## src/rtl/tt_sel_seq_pkg.sv

```systemverilog
// tt_sel_seq_pkg: shared definitions for the design-select sequencer.
//   ADDR_W_DEF / PH_DEF : default address width and cycles per pad phase
//   state_e             : sequencer state encoding
//   is_timed()          : true for states that last a full pad phase
package tt_sel_seq_pkg;

    localparam int unsigned ADDR_W_DEF = 10;
    localparam int unsigned PH_DEF     = 4;

    typedef enum logic [2:0] {
        ST_IDLE   = 3'd0,
        ST_DIS    = 3'd1,
        ST_RST    = 3'd2,
        ST_REL    = 3'd3,
        ST_INC_HI = 3'd4,
        ST_INC_LO = 3'd5,
        ST_ENA    = 3'd6
    } state_e;

    function automatic logic is_timed(state_e s);
        return (s inside {ST_DIS, ST_RST, ST_REL, ST_INC_HI, ST_INC_LO});
    endfunction

endpackage

```

## src/rtl/tt_sel_seq_if.sv

```systemverilog
// tt_sel_seq_if: request/status/pad bundle of the design-select sequencer.
//   master : requester side (drives req_valid, req_addr, abort)
//   slave  : sequencer side (drives req_ready, busy, done, pad controls, cur_addr)
interface tt_sel_seq_if
    import tt_sel_seq_pkg::*;
#(
    parameter int unsigned ADDR_W = ADDR_W_DEF
);
    logic              req_valid;
    logic [ADDR_W-1:0] req_addr;
    logic              req_ready;
    logic              abort;
    logic              busy;
    logic              done;
    logic              sel_rst_n;
    logic              sel_inc;
    logic              ena;
    logic [ADDR_W-1:0] cur_addr;

    modport master (
        output req_valid, req_addr, abort,
        input  req_ready, busy, done, sel_rst_n, sel_inc, ena, cur_addr
    );

    modport slave (
        input  req_valid, req_addr, abort,
        output req_ready, busy, done, sel_rst_n, sel_inc, ena, cur_addr
    );
endinterface

```

## src/rtl/tt_sel_phase_timer.sv

```systemverilog
// tt_sel_phase_timer: phase down-counter for the sequencer.
//   clk, rst_n : clock, async active-low reset
//   load       : restart a phase of PH cycles
//   expired_c  : high in the last cycle of the phase (and while idle at zero)
module tt_sel_phase_timer
    import tt_sel_seq_pkg::*;
#(
    parameter int unsigned PH = PH_DEF
) (
    input  logic clk,
    input  logic rst_n,
    input  logic load,
    output logic expired_c
);
    localparam int unsigned CNT_W = $clog2(PH) + 1;

    logic [CNT_W-1:0] cnt_q;
    logic [CNT_W-1:0] cnt_d;

    // Load PH-1 so the phase spans exactly PH cycles ending on the zero count.
    always_comb begin
        cnt_d = cnt_q;
        if (load) begin
            cnt_d = CNT_W'(PH - 1);
        end else if (cnt_q != '0) begin
            cnt_d = cnt_q - CNT_W'(1);
        end
    end

    always_ff @(posedge clk or negedge rst_n) begin
        if (!rst_n) begin
            cnt_q <= '0;
        end else begin
            cnt_q <= cnt_d;
        end
    end

    assign expired_c = (cnt_q == '0);

endmodule

```

## src/rtl/tt_sel_seq.sv

```systemverilog
// tt_sel_seq: drives the select-counter pads (reset / increment / enable)
// to bring a design address onto cur_addr, incrementally when possible.
//   clk, rst_n : clock, async active-low reset
//   bus        : slave side of tt_sel_seq_if (request, abort, status, pads)
module tt_sel_seq
    import tt_sel_seq_pkg::*;
#(
    parameter int unsigned ADDR_W = ADDR_W_DEF,
    parameter int unsigned PH     = PH_DEF
) (
    input  logic         clk,
    input  logic         rst_n,
    tt_sel_seq_if.slave  bus
);
    state_e            state_q, state_d;
    logic [ADDR_W-1:0] tgt_q, tgt_d;
    logic [ADDR_W-1:0] cur_addr_q, cur_addr_d;
    logic              sel_valid_q, sel_valid_d;
    logic              ena_q, ena_d;
    logic              done_q, done_d;
    logic              sel_inc_q, sel_inc_d;
    logic              sel_rst_n_q, sel_rst_n_d;

    logic              req_ready_c;
    logic              busy_c;
    logic              phase_done_c;
    logic              timer_load_c;
    logic [ADDR_W-1:0] cur_inc_c;

    assign req_ready_c  = (state_q == ST_IDLE) && !bus.abort;
    assign busy_c       = (state_q != ST_IDLE);
    assign cur_inc_c    = cur_addr_q + ADDR_W'(1);
    // Restart the phase on every entry into a timed state.
    assign timer_load_c = (state_d != state_q) && is_timed(state_d);

    tt_sel_phase_timer #(.PH(PH)) u_timer (
        .clk       (clk),
        .rst_n     (rst_n),
        .load      (timer_load_c),
        .expired_c (phase_done_c)
    );

    // State register (plus target/address datapath and registered pad outputs).
    always_ff @(posedge clk or negedge rst_n) begin
        if (!rst_n) begin
            state_q     <= ST_IDLE;
            tgt_q       <= '0;
            cur_addr_q  <= '0;
            sel_valid_q <= 1'b0;
            ena_q       <= 1'b0;
            done_q      <= 1'b0;
            sel_inc_q   <= 1'b0;
            sel_rst_n_q <= 1'b1;
        end else begin
            state_q     <= state_d;
            tgt_q       <= tgt_d;
            cur_addr_q  <= cur_addr_d;
            sel_valid_q <= sel_valid_d;
            ena_q       <= ena_d;
            done_q      <= done_d;
            sel_inc_q   <= sel_inc_d;
            sel_rst_n_q <= sel_rst_n_d;
        end
    end

    // Next-state: abort overrides everything outside IDLE.
    always_comb begin
        state_d    = state_q;
        tgt_d      = tgt_q;
        cur_addr_d = cur_addr_q;
        if ((state_q != ST_IDLE) && bus.abort) begin
            state_d = ST_IDLE;
        end else begin
            case (state_q)
                ST_IDLE: begin
                    if (req_ready_c && bus.req_valid) begin
                        state_d = ST_DIS;
                        tgt_d   = bus.req_addr;
                    end
                end
                ST_DIS: begin
                    if (phase_done_c) begin
                        // Counting up from a known position avoids the reset phases.
                        if (sel_valid_q && (tgt_q >= cur_addr_q)) begin
                            state_d = (tgt_q == cur_addr_q) ? ST_ENA : ST_INC_HI;
                        end else begin
                            state_d    = ST_RST;
                            cur_addr_d = '0;
                        end
                    end
                end
                ST_RST: begin
                    if (phase_done_c) state_d = ST_REL;
                end
                ST_REL: begin
                    if (phase_done_c) state_d = (tgt_q == '0) ? ST_ENA : ST_INC_HI;
                end
                ST_INC_HI: begin
                    if (phase_done_c) state_d = ST_INC_LO;
                end
                ST_INC_LO: begin
                    // The falling edge of sel_inc is what advances the external counter.
                    if (phase_done_c) begin
                        cur_addr_d = cur_inc_c;
                        state_d    = (cur_inc_c == tgt_q) ? ST_ENA : ST_INC_HI;
                    end
                end
                ST_ENA:  state_d = ST_IDLE;
                default: state_d = ST_IDLE;
            endcase
        end
    end

    // Output decode from the next state so the pads come straight from flops.
    always_comb begin
        ena_d       = 1'b0;
        done_d      = (state_d == ST_ENA);
        sel_inc_d   = (state_d == ST_INC_HI);
        sel_rst_n_d = (state_d != ST_RST);
        sel_valid_d = sel_valid_q;

        if (state_d == ST_ENA) begin
            ena_d = 1'b1;
        end else if ((state_d == ST_IDLE) && !bus.abort &&
                     ((state_q == ST_IDLE) || (state_q == ST_ENA))) begin
            ena_d = ena_q;
        end

        if (bus.abort) begin
            sel_valid_d = 1'b0;
        end else if (state_q == ST_ENA) begin
            sel_valid_d = 1'b1;
        end
    end

    assign bus.req_ready = req_ready_c;
    assign bus.busy      = busy_c;
    assign bus.done      = done_q;
    assign bus.sel_rst_n = sel_rst_n_q;
    assign bus.sel_inc   = sel_inc_q;
    assign bus.ena       = ena_q;
    assign bus.cur_addr  = cur_addr_q;

endmodule

```

## src/flat_wrapper.sv

```systemverilog
// flat-port wrapper written by rule: the top's interface ports become plain ports
module tt_sel_seq_flat import tt_sel_seq_pkg::*;
#(
    parameter int unsigned ADDR_W = ADDR_W_DEF,
    parameter int unsigned PH     = PH_DEF
)
  (clk, rst_n, bus_req_valid, bus_req_addr, bus_abort, bus_req_ready, bus_busy, bus_done, bus_sel_rst_n, bus_sel_inc, bus_ena, bus_cur_addr);
  tt_sel_seq_if #(.ADDR_W(ADDR_W)) bus_i ();
  input  logic clk;
  input  logic rst_n;
  input wire logic [$bits(bus_i.req_valid)-1:0] bus_req_valid;
  input wire logic [$bits(bus_i.req_addr)-1:0] bus_req_addr;
  input wire logic [$bits(bus_i.abort)-1:0] bus_abort;
  output wire logic [$bits(bus_i.req_ready)-1:0] bus_req_ready;
  output wire logic [$bits(bus_i.busy)-1:0] bus_busy;
  output wire logic [$bits(bus_i.done)-1:0] bus_done;
  output wire logic [$bits(bus_i.sel_rst_n)-1:0] bus_sel_rst_n;
  output wire logic [$bits(bus_i.sel_inc)-1:0] bus_sel_inc;
  output wire logic [$bits(bus_i.ena)-1:0] bus_ena;
  output wire logic [$bits(bus_i.cur_addr)-1:0] bus_cur_addr;
  assign bus_i.req_valid = bus_req_valid;
  assign bus_i.req_addr = bus_req_addr;
  assign bus_i.abort = bus_abort;
  assign bus_req_ready = bus_i.req_ready;
  assign bus_busy = bus_i.busy;
  assign bus_done = bus_i.done;
  assign bus_sel_rst_n = bus_i.sel_rst_n;
  assign bus_sel_inc = bus_i.sel_inc;
  assign bus_ena = bus_i.ena;
  assign bus_cur_addr = bus_i.cur_addr;
  tt_sel_seq #(.ADDR_W(ADDR_W), .PH(PH)) u_core (.clk(clk), .rst_n(rst_n), .bus(bus_i));
endmodule
```

## config.mk

```make
export PLATFORM = sky130hd
export DESIGN_NAME = tt_sel_seq_flat
export DESIGN_NICKNAME = d
export VERILOG_FILES = /design/src/rtl/tt_sel_seq_pkg.sv /design/src/rtl/tt_sel_seq_if.sv /design/src/rtl/tt_sel_phase_timer.sv /design/src/rtl/tt_sel_seq.sv /design/src/flat_wrapper.sv
export SDC_FILE = /design/constraint.sdc
export NUM_CORES = 1
export LEC_CHECK = 0
export ABC_AREA = 1
export ABC_CLOCK_PERIOD_IN_PS = 2250
export CORE_MARGIN = 4
export CORE_UTILIZATION = 54
export CTS_CLUSTER_SIZE = 8
export DETAILED_ROUTE_END_ITERATION = 8
export PLACE_DENSITY_LB_ADDON = 0.05
export SETUP_SLACK_MARGIN = 0.3
export SYNTH_ARGS = -nofsm -noshare
export SYNTH_HDL_FRONTEND = slang
export SYNTH_SLANG_ARGS = --single-unit
```

## constraint.sdc

```tcl
create_clock -name clk -period 2.25 [get_ports clk]
set_input_delay 0.45 -clock clk [delete_from_list [all_inputs] [get_ports clk]]
set_output_delay 0.45 -clock clk [all_outputs]
set_load 0.02 [all_outputs]
```

==> reports/qor.csv, run 1 <==
stage;metric;value;unit
floorplanning;total core area;0.00369;sq mm
timing;final period demand of the worst path;2230;ps
synth;Mapped Area;0.00208;sq mm
route;wire per inst;14.9;microns
place;buffers added on ports;29;
worst_setup_path;Arrival @ worst endpoint;2410;ps
cts;H-tree levels;2;
cts;Num Clock Sinks;31;
global_routing;grt peak-use layer;met2;
timing;RSZ-0062 raised after global routing;true;
cells_and_area;Fillers;248;
floorplanning;Die Height;70.0;microns
floorplanning;Core Rows;22;
hold_path;Hold Startpoint;u_core.u_timer.cnt_q[1];
timing;skew final;8.61;ps
synth;predominant post-synthesis flop cell;dfrtp_1;
timing;Pins Over Slew Limit;0;
cells_and_area;fin cells;405;
flow_run;Max Cap Violations;0;
worst_setup_path;critical path required time;2430;ps
place;pre-CTS setup slack;35.9;ps
timing;# setup viols final;0;
hold_path;hold depth;2;
global_routing;met2 Usage GRT;0.406;
hold_path;Hold Crit Class;reg2reg;
cts;Num CTS Buffers;5;
cells_and_area;synth-to-layout area growth;47.0;%
timing;post-route setup slack;17.5;ps
run_status;run status;finished clean;
synth;post-synth cell types;26;
synth;Synth Instances;291;
timing;worst slew pin tran;399;ps
floorplanning;I/O pins;30;
cts;TritonCTS clock tree;yes;
synth;share of synthesized registers carrying an async set or reset;1.00;
synth;Seq/Total Area, Yosys;0.374;
route;antenna violation net count after detailed routing;0;
cts;Longest Clk Path Bufs;2;
power_and_ir_drop;switching share of power;0.467;
synth;syn nets;318;
route;Detailed Routing Iterations Pass 1;5;
power_and_ir_drop;clock power share;0.110;
global_routing;vias in the first global route;2154;
global_routing;met3 Use GR;0.0475;
timing;Hold Vio Cnt, Final;0;
route;Initial DRC Count;259;
worst_setup_path;crit-path max FO;4;
global_routing;Total GRT Usage;0.240;
global_routing;initial antenna violation count;0;
timing;Rel. slew slack;0.732;
worst_setup_path;CP endpoint kind;flip-flop;
global_routing;grt total ovfl;0;
power_and_ir_drop;Pwr per Cell Area;1480;mW/mm^2
floorplanning;die area;0.00490;sq mm
synth;Yosys reg bits;31;
cells_and_area;share of post-route cells with drive strength above 1;0.347;
power_and_ir_drop;share of power burned in registers;0.229;
route;DRC viols;0;
synth;synth warn;0;
route;drt via density;5.68;
floorplanning;Die Span X;70.0;microns
worst_setup_path;worst-path cell chain;ha_4, inv_2, nand2_1, nand2_1, nor2_1, nand3_1, nor2_1, nand2_1, nor2_2, nand4_1, nand2_1, nand2_2, nand2_2, nand2_4, nand3_4, nand2_2, nor2_2, nor2_1;
timing;part of the cycle the worst path needs;0.992;
worst_setup_path;largest stage delay on the critical path;470;ps
worst_setup_path;Worst Path Buf+Inv;1;
cts;CTS clk-pin slew, worst paths;70;ps
cells_and_area;commonest non-fill, non-tap cell in the layout;nand2_1;
cells_and_area;Inserted Diodes;0;
worst_setup_path;Worst Setup Path Type;reg2reg;
worst_setup_path;r2r startpoint;u_core.bus.cur_addr[0];
power_and_ir_drop;LEAKAGE;0.00144;uW
worst_setup_path;FF-to-FF path depth;18;
synth;Avg Cell Area, Syn;7.14;sq um
route;total number of vias;2299;
power_and_ir_drop;total power;4510;uW
place;Placed Cells;378;
global_routing;GR Util met1;0.308;
global_routing;pin count of the biggest net entering global routing;32;
power_and_ir_drop;internal power;2410;uW
place;gpl congestion;0.900;
worst_setup_path;r2r endpoint;u_core.u_timer.cnt_q[2];
hold_path;Hold EP;u_core.u_timer.cnt_q[1];
place;hpwl dp;3860;microns
cells_and_area;most frequent cells in the layout;nand2_1 (58), inv_1 (27), buf_4 (27);
worst_setup_path;Worst path top cell family by delay;simple AND/OR/NAND/NOR gates;
route;final wirelength;6020;microns
timing;FMAX;0.448;GHz
cts;Root Buffer;clkbuf_8;
global_routing;first-pass GRT wire length;9560;microns
cts;worst skew pair latency;290;ps
power_and_ir_drop;maximum vdd ir drop;845;uV
worst_setup_path;CP max-delay cell;dfrtp_2;
worst_setup_path;cell mode on critical path;nand2_1;
worst_setup_path;startpoint types;flip-flop;
floorplanning;starting density of the core;0.563;
cells_and_area;Nets;383;
power_and_ir_drop;share of power burned in combinational logic;0.661;
synth;number of synthesized flops with an enable pin;0;
power_and_ir_drop;NetSw;2110;uW
worst_setup_path;r2r setup slk;20;ps
## area by class of cell
| type | instances | area (sq um) | area share |
|---|---|---|---|
| multi-input combinational | 211 | 1370 | 0.447 |
| tap | 48 | 60.1 | 0.0197 |
| timing repair inverter | 3 | 22.5 | 0.00737 |
| inverter | 43 | 168 | 0.0549 |
| sequential | 31 | 791 | 0.259 |
| clock buffer | 8 | 100 | 0.0328 |
| timing repair buffer | 61 | 548 | 0.179 |
## tightest hold or removal path, delay by kind of cell (launching register included)
kind / cells / cell delay [ps]
DFF: 1 / 340
AOI/OAI and AO/OA: 1 / 90
and+or+nand+nor: 1 / 70
## cells by family (layout without fill, tap and decap cells)
family          count (synthesis)  count (layout)  share of synthesized area
flops                          31              31                      0.374
xor+xnor                        3               3                     0.0127
mux                             3               3                     0.0163
simple gates                  156             156                      0.336
buf+inv                        49             115                     0.0897
fa+ha+maj                      13              13                     0.0783
compound gates                 36              36                     0.0928
## per-layer routing
layer / up-vias / part of all wire / wire length, microns
met4: 0 / 0.039 / 235
met3: 25 / 0.072 / 433
met5: - / 0 / 0
met1: 1071 / 0.38 / 2320
li1: 1088 / - / -
met2: 115 / 0.50 / 3040
## sequential cells by signal, summed over array words and instances, names as in the netlist
name                  flops
u_core.bus.cur_addr      10
u_core.bus.done           1
u_core.bus.ena            1
u_core.bus.sel_inc        1
u_core.bus.sel_rst_n      1
u_core.sel_valid_q        1
u_core.state_q            3
u_core.tgt_q             10
u_core.u_timer.cnt_q      3
## stage by stage
| step | hold slack [ps] | setup TNS [ps] | instance area [sq um] | utilization |
|---|---|---|---|---|
| 2_1_floorplan | 154 | 0 | 2150 | - |
| 3_3_place_gp | 505 | 0 | 2590 | 0.703 |
| 3_5_place_dp | 506 | 0 | 2590 | 0.703 |
| 4_1_cts | 526 | 0 | 2850 | 0.773 |
| 5_1_grt | 571 | -709 | 3050 | 0.828 |
| 6_report | 525 | 0 | 3050 | 0.828 |
## worst max path at each step
stage	start	to	cells after the start
3_5_place_dp	u_core.bus.cur_addr[7]	u_core.bus.cur_addr[0]	13
5_1_grt	u_core.bus.cur_addr[0]	u_core.u_timer.cnt_q[2]	18
6_report	u_core.bus.cur_addr[0]	u_core.u_timer.cnt_q[2]	18
3_3_place_gp	u_core.bus.cur_addr[1]	u_core.u_timer.cnt_q[0]	15
2_1_floorplan	u_core.bus.cur_addr[5]	u_core.u_timer.cnt_q[1]	17
4_1_cts	u_core.bus.cur_addr[0]	u_core.u_timer.cnt_q[2]	18
## Yosys cell counts (all sizes together), types with 2 or more instances
cell type,count,share of area
nand3b,2,0.0072
inv,42,0.076
ha,13,0.078
nand2,79,0.15
nand4,14,0.042
nor4,2,0.0060
dfrtp,30,0.36
nor3,4,0.0096
nor2,29,0.058
mux2,3,0.016
buf,2,0.0042
o21ai,17,0.041
a21oi,18,0.049
xor2,3,0.013
nand3,26,0.063
clkbuf,4,0.0078
## repair_timing
| action | CTS | global route |
|---|---|---|
| pin swaps | 6 | 17 |
| gates resized for setup | 30 | 47 |
| hold buffers | 0 | 0 |
| endpoints found under the setup margin | 20 | 20 |
| gates cloned | 3 | 0 |
| setup buffers | 11 | 5 |
## power groups by stage
stage / clock (uW) / combinational [uW] / sequential, uW
floorplan: 0 / 1360 / 1160
global placement: 0 / 2230 / 1030
detailed placement: 0 / 2270 / 1040
CTS: 500 / 2550 / 997
global route: 525 / 3320 / 1060
finish: 497 / 2980 / 1030
Power figures use the tool's default switching activity.
==> run 2: changes to the inputs <==
- CORE_UTILIZATION: 54 -> 52
==> run 2 against run 1 <==
Net effect:
- via count is 2.5% lower
- fmax is 2.0% higher
- critical path type unchanged
- die area increased by 3.4%
==> reports/qor.csv, run 2 (synthesized netlist as in run 1, its figures left out) <==
stage;metric;value;unit
cells_and_area;commonest non-fill, non-tap cell in the layout;nand2_1;
power_and_ir_drop;maximum vdd ir drop;749;uV
run_status;run status;finished clean;
floorplanning;I/O pins;30;
timing;# setup viols final;0;
place;hpwl dp;3810;microns
place;gpl congestion;0.881;
timing;Pins Over Slew Limit;0;
floorplanning;Core Rows;22;
route;total number of vias;2242;
cts;TritonCTS clock tree;yes;
timing;Rel. slew slack;0.693;
cells_and_area;share of post-route cells with drive strength above 1;0.314;
global_routing;initial antenna violation count;0;
floorplanning;starting density of the core;0.551;
worst_setup_path;critical path required time;2420;ps
timing;Hold Vio Cnt, Final;0;
cells_and_area;Inserted Diodes;0;
worst_setup_path;Arrival @ worst endpoint;2350;ps
worst_setup_path;CP max-delay cell;dfrtp_2;
cells_and_area;most frequent cells in the layout;nand2_1 (59), inv_1 (28), buf_4 (27);
cts;Root Buffer;clkbuf_8;
timing;part of the cycle the worst path needs;0.972;
timing;RSZ-0062 raised after global routing;true;
power_and_ir_drop;internal power;2260;uW
worst_setup_path;Worst Path Buf+Inv;2;
worst_setup_path;cell mode on critical path;nand4_1;
route;drt via density;5.59;
floorplanning;Die Height;71.2;microns
route;Initial DRC Count;159;
place;Placed Cells;376;
place;buffers added on ports;29;
cells_and_area;Nets;379;
floorplanning;total core area;0.00377;sq mm
cts;CTS clk-pin slew, worst paths;70;ps
global_routing;Total GRT Usage;0.240;
hold_path;hold depth;2;
power_and_ir_drop;share of power burned in combinational logic;0.664;
cts;Num Clock Sinks;31;
power_and_ir_drop;Pwr per Cell Area;1460;mW/mm^2
power_and_ir_drop;NetSw;2080;uW
floorplanning;Die Span X;71.2;microns
cts;worst skew pair latency;290;ps
timing;FMAX;0.457;GHz
place;placed inst area;0.00258;sq mm
timing;final hold slack;534;ps
timing;final period demand of the worst path;2190;ps
floorplanning;die area;0.00507;sq mm
worst_setup_path;FF-to-FF path depth;11;
cts;Num CTS Buffers;5;
timing;worst slew pin tran;456;ps
worst_setup_path;startpoint types;flip-flop;
timing;skew final;10.8;ps
global_routing;first-pass GRT wire length;9710;microns
power_and_ir_drop;clock power share;0.098;
power_and_ir_drop;share of power burned in registers;0.238;
cells_and_area;synth-to-layout area growth;43.0;%
cts;H-tree levels;2;
route;final wirelength;6020;microns
worst_setup_path;Worst Setup Path Type;reg2reg;
route;DRC viols;0;
route;antenna violation net count after detailed routing;0;
worst_setup_path;largest stage delay on the critical path;370;ps
worst_setup_path;Worst path top cell family by delay;simple AND/OR/NAND/NOR gates;
flow_run;Max Cap Violations;0;
worst_setup_path;crit-path max FO;5;
cts;Longest Clk Path Bufs;2;
route;wire per inst;15.0;microns
power_and_ir_drop;LEAKAGE;0.00138;uW
global_routing;vias in the first global route;2143;
global_routing;grt total ovfl;0;
global_routing;pin count of the biggest net entering global routing;32;
hold_path;Hold Crit Class;reg2reg;
cells_and_area;fin cells;401;
worst_setup_path;worst-path cell chain;inv_2, ha_4, nand2_2, nor3_2, nand4_1, a31oi_1, nand3_1, nand2_4, clkinvlp_4, nand4_1, o21ai_1;
worst_setup_path;CP endpoint kind;flip-flop;
route;Detailed Routing Iterations Pass 1;4;
power_and_ir_drop;switching share of power;0.478;
worst_setup_path;Levels on crit path;11;
cells_and_area;final non-filler cell area;0.00297;sq mm
## run 2: cell count changes in the layout (fill, tap and decap cells not counted), sizes merged
| cell | before | now |
|---|---|---|
| buf | 32 | 28 |
| clkdlybuf4s15 | 0 | 1 |
| clkdlybuf4s50 | 25 | 26 |
| dlygate4sd2 | 3 | 2 |
| dlymetal6s2s | 1 | 0 |
## run 2: per-stage QoR
stage	utilization	setup slack, ps	TNS [ps]	total power (uW)
CTS	0.765	177	0	4080
global route	0.788	-55.8	-178	4720
floorplan	-	289	0	2520
finish	0.788	61.9	0	4340
detailed placement	0.683	47.0	0	3290
global placement	0.683	83.9	0	3250
## run 2: area by class of cell
type	count	area (sq um)
Clock buffer	8	80.1
Fill cell	279	801
Inverter	43	168
Multi-Input combinational cell	211	1350
Sequential cell	31	790
Tap cell	48	60.1
Timing Repair Buffer	57	502
Timing Repair inverter	3	22.5
## run 2: layer usage
layer / wire length [microns] / track usage / vias to the layer above
li1: - / - / 1074
met1: 2470 / 0.299 / 1031
met2: 2880 / 0.400 / 99
met3: 358 / 0.0483 / 38
met4: 307 / 0.106 / 0
met5: 0 / 0 / -
## run 2: what timing repair did
action	4_1_cts	5_1_grt
pin swaps	11	16
gates cloned	3	0
setup buffers	13	1
hold buffers	0	0
setup endpoints to repair	20	19
resized for setup	38	28
## run 2: worst paths after layout
kind	from	endpoint	slack, ps
max in group asynchronous	rst_n	u_core.bus.sel_rst_n	1350
hold / removal	u_core.u_timer.cnt_q[1]	u_core.u_timer.cnt_q[1]	530
min in group asynchronous	rst_n	u_core.tgt_q[4]	560
hold reg to reg	u_core.u_timer.cnt_q[1]	u_core.u_timer.cnt_q[1]	530
setup / recovery	u_core.bus.cur_addr[3]	u_core.bus.cur_addr[3]	60
setup reg to reg	u_core.bus.cur_addr[3]	u_core.bus.cur_addr[3]	60
## run 2: power by group through the flow
| stage | Sequential, uW | Clock, uW | Combinational [uW] |
|---|---|---|---|
| CTS | 1020 | 428 | 2630 |
| detailed placement | 1070 | 0 | 2220 |
| global route | 1060 | 456 | 3200 |
| finish | 1030 | 424 | 2880 |
| floorplan | 1160 | 0 | 1360 |
| global placement | 1060 | 0 | 2180 |
## run 2: worst min-delay path, stage by stage, from the launching register on
cell	delay, ps
dfrtp_1	340
o21ai_0	100
nand2_1	70
==> run 3: changes to the inputs <==
- ABC_AREA: 1 -> not set
==> run 3 against run 2 <==
Net effect:
- count of clock-buffer cells in the layout did not move
- flip-flop and latch count unchanged
- via count is 8.0% lower
- utilization up 1.4 points
- largest power group unchanged
==> reports/qor.csv, run 3 <==
stage;metric;value;unit
run_status;run status;finished clean;
power_and_ir_drop;Pwr per Cell Area;922;mW/mm^2
synth;predominant post-synthesis flop cell;dfrtp_1;
floorplanning;I/O pins;30;
power_and_ir_drop;total power;2810;uW
synth;dominant cells by area after synthesis;dfrtp_1 (35%), ha_1 (7.7%), mux2_2 (5.3%), a21oi_1 (3.8%), o21ai_0 (3.5%);
worst_setup_path;Worst Setup Path Type;reg2reg;
timing;part of the cycle the worst path needs;0.948;
route;wire per inst;17.0;microns
cells_and_area;multi-input gate area in the final layout;0.00142;sq mm
worst_setup_path;Arrival @ worst endpoint;2290;ps
cells_and_area;most frequent cells in the layout;buf_4 (41), clkdlybuf4s50_1 (26), dfrtp_1 (18);
cts;Num CTS Buffers;5;
global_routing;vias in the first global route;2040;
synth;syn nets;263;
synth;most numerous cell in the Yosys netlist;dfrtp_1;
cts;worst skew pair latency;280;ps
route;final wirelength;6010;microns
global_routing;pin count of the biggest net entering global routing;32;
worst_setup_path;worst-path cell chain;nand2_1, or4_4, mux2_4, a21oi_2, and4_4, a21oi_4, a2bb2oi_2;
synth;share of the synthesized area in the top cell type;0.355;
flow_run;Max Cap Violations;0;
timing;Rel. slew slack;0.707;
cts;TritonCTS clock tree;yes;
worst_setup_path;Worst Path Buf+Inv;0;
synth;post-synth cell types;47;
floorplanning;die area;0.00515;sq mm
route;Initial DRC Count;185;
global_routing;Total GRT Usage;0.241;
worst_setup_path;FF-to-FF path depth;7;
timing;final period demand of the worst path;2130;ps
global_routing;first-pass GRT wire length;9600;microns
timing;RSZ-0062 raised after global routing;true;
worst_setup_path;CP max-delay cell;dfrtp_2;
synth;Avg Cell Area, Syn;8.97;sq um
timing;FMAX;0.469;GHz
power_and_ir_drop;LEAKAGE;0.00125;uW
cells_and_area;Inserted Diodes;0;
timing;Hold Vio Cnt, Final;0;
power_and_ir_drop;maximum vdd ir drop;610;uV
route;drt via density;5.84;
cells_and_area;Reg area;792;sq um
cts;Root Buffer;clkbuf_8;
floorplanning;total core area;0.00380;sq mm
worst_setup_path;critical path required time;2410;ps
place;pre-CTS setup slack;-58.5;ps
synth;Seq/Total Area, Yosys;0.367;
cells_and_area;share of post-route cells with drive strength above 1;0.384;
synth;Yosys reg bits;31;
route;Detailed Routing Iterations Pass 1;5;
place;hpwl dp;4270;microns
cells_and_area;commonest non-fill, non-tap cell in the layout;buf_4;
cells_and_area;synth-to-layout area growth;44.0;%
synth;Synth Instances;236;
floorplanning;starting density of the core;0.557;
worst_setup_path;startpoint types;flip-flop;
timing;post-route setup slack;118;ps
synth;dominant cell type by area after synthesis;dfrtp_1;
synth;top cells by count, synth;dfrtp_1 (30), nor2_1 (18), a21oi_1 (16), inv_1 (16), o21ai_0 (15);
worst_setup_path;Worst path top cell family by delay;simple AND/OR/NAND/NOR gates;
cells_and_area;Nets;331;
route;total number of vias;2063;
timing;# setup viols final;0;
cts;Num Clock Sinks;31;
timing;Pins Over Slew Limit;0;
synth;synth warn;0;
cells_and_area;final non-filler cell area;0.00305;sq mm
floorplanning;Die Height;71.8;microns
hold_path;Hold Crit Class;reg2reg;
cts;CTS clk-pin slew, worst paths;60;ps
place;placed inst area;0.00275;sq mm
floorplanning;Core Rows;22;
worst_setup_path;crit-path max FO;6;
route;DRC viols;0;
synth;share of synthesized registers carrying an async set or reset;1.00;
hold_path;hold depth;2;
timing;worst slew pin tran;439;ps
synth;Mapped Area;0.00212;sq mm
synth;number of synthesized flops with an enable pin;0;
place;gpl congestion;0.853;
cells_and_area;Fillers;253;
route;antenna violation net count after detailed routing;0;
worst_setup_path;largest stage delay on the critical path;460;ps
cts;CTS Hold Bufs;0;
cts;Longest Clk Path Bufs;2;
floorplanning;Die Span X;71.8;microns
place;buffers added on ports;29;
timing;skew final;7.49;ps
worst_setup_path;CP endpoint kind;flip-flop;
cells_and_area;post-layout util;0.802;
worst_setup_path;Levels on crit path;7;
cts;H-tree levels;2;
global_routing;initial antenna violation count;0;
global_routing;grt total ovfl;0;
-- run 3: repair_timing --
action / 4_1_cts / 5_1_grt
resized for setup: 18 / 14
endpoints found under the setup margin: 21 / 21
endpoints found under the hold margin: 0 / 0
pin swaps: 12 / 8
setup buffers: 7 / 5
-- run 3: stage by stage --
stage | cells | TNS (ps) | hold slack (ps)
after floorplan | 236 | 0 | 154
after global placement | 333 | -3.06 | 525
after detailed placement | 333 | -172 | 518
after CTS | 348 | 0 | 536
after global routing | 353 | 0 | 568
final | 353 | 0 | 533
-- run 3: layer usage --
| metal | track usage | up-vias | share of wire |
|---|---|---|---|
| li1 | - | 988 | - |
| met1 | 0.292 | 976 | 0.40 |
| met2 | 0.411 | 81 | 0.51 |
| met3 | 0.0547 | 18 | 0.064 |
| met4 | 0.0960 | 0 | 0.022 |
| met5 | 0 | - | 0 |
-- run 3: final timing paths --
kind | startpoint | end | slack [ps]
max reg2reg | u_core.bus.cur_addr[0] | u_core.u_timer.cnt_q[0] | 120
max | u_core.bus.cur_addr[0] | u_core.u_timer.cnt_q[0] | 120
min | u_core.bus.ena | u_core.bus.ena | 530
min in group asynchronous | rst_n | u_core.bus.cur_addr[9] | 560
min reg2reg | u_core.bus.ena | u_core.bus.ena | 530
max in group asynchronous | rst_n | u_core.bus.sel_rst_n | 1360
-- run 3: layout make-up --
cell class | instances | share of cell area
clock buffers | 8 | 0.0329
multi-input cells | 176 | 0.464
flip-flops and latches | 31 | 0.260
well taps | 48 | 0.0197
inverters | 19 | 0.0242
repair buffers | 71 | 0.199
-- run 3: cells by family (layout without fill, tap and decap cells) --
logic type,after synthesis,after routing,share of synthesized area
simple gates,76,76,0.190
compound gates,63,63,0.198
flops,31,31,0.367
buf+inv,29,98,0.0520
fa+ha+maj,13,13,0.0769
mux,13,13,0.0698
xor+xnor,11,11,0.0455
-- run 3: power by group --
| group | internal (uW) | switching [uW] |
|---|---|---|
| Sequential | 703 | 128 |
| Combinational | 746 | 750 |
| Clock | 279 | 204 |
| Total | 1730 | 1080 |
-- run 3: worst register-to-register path: cells and delay by family, from the launching register on --
kind | cells | cell delay, ps
multiplexers | 1 | 320
AND/OR/NAND/NOR | 3 | 880
flip-flops | 1 | 460
AO/OA/AOI/OAI | 3 | 370
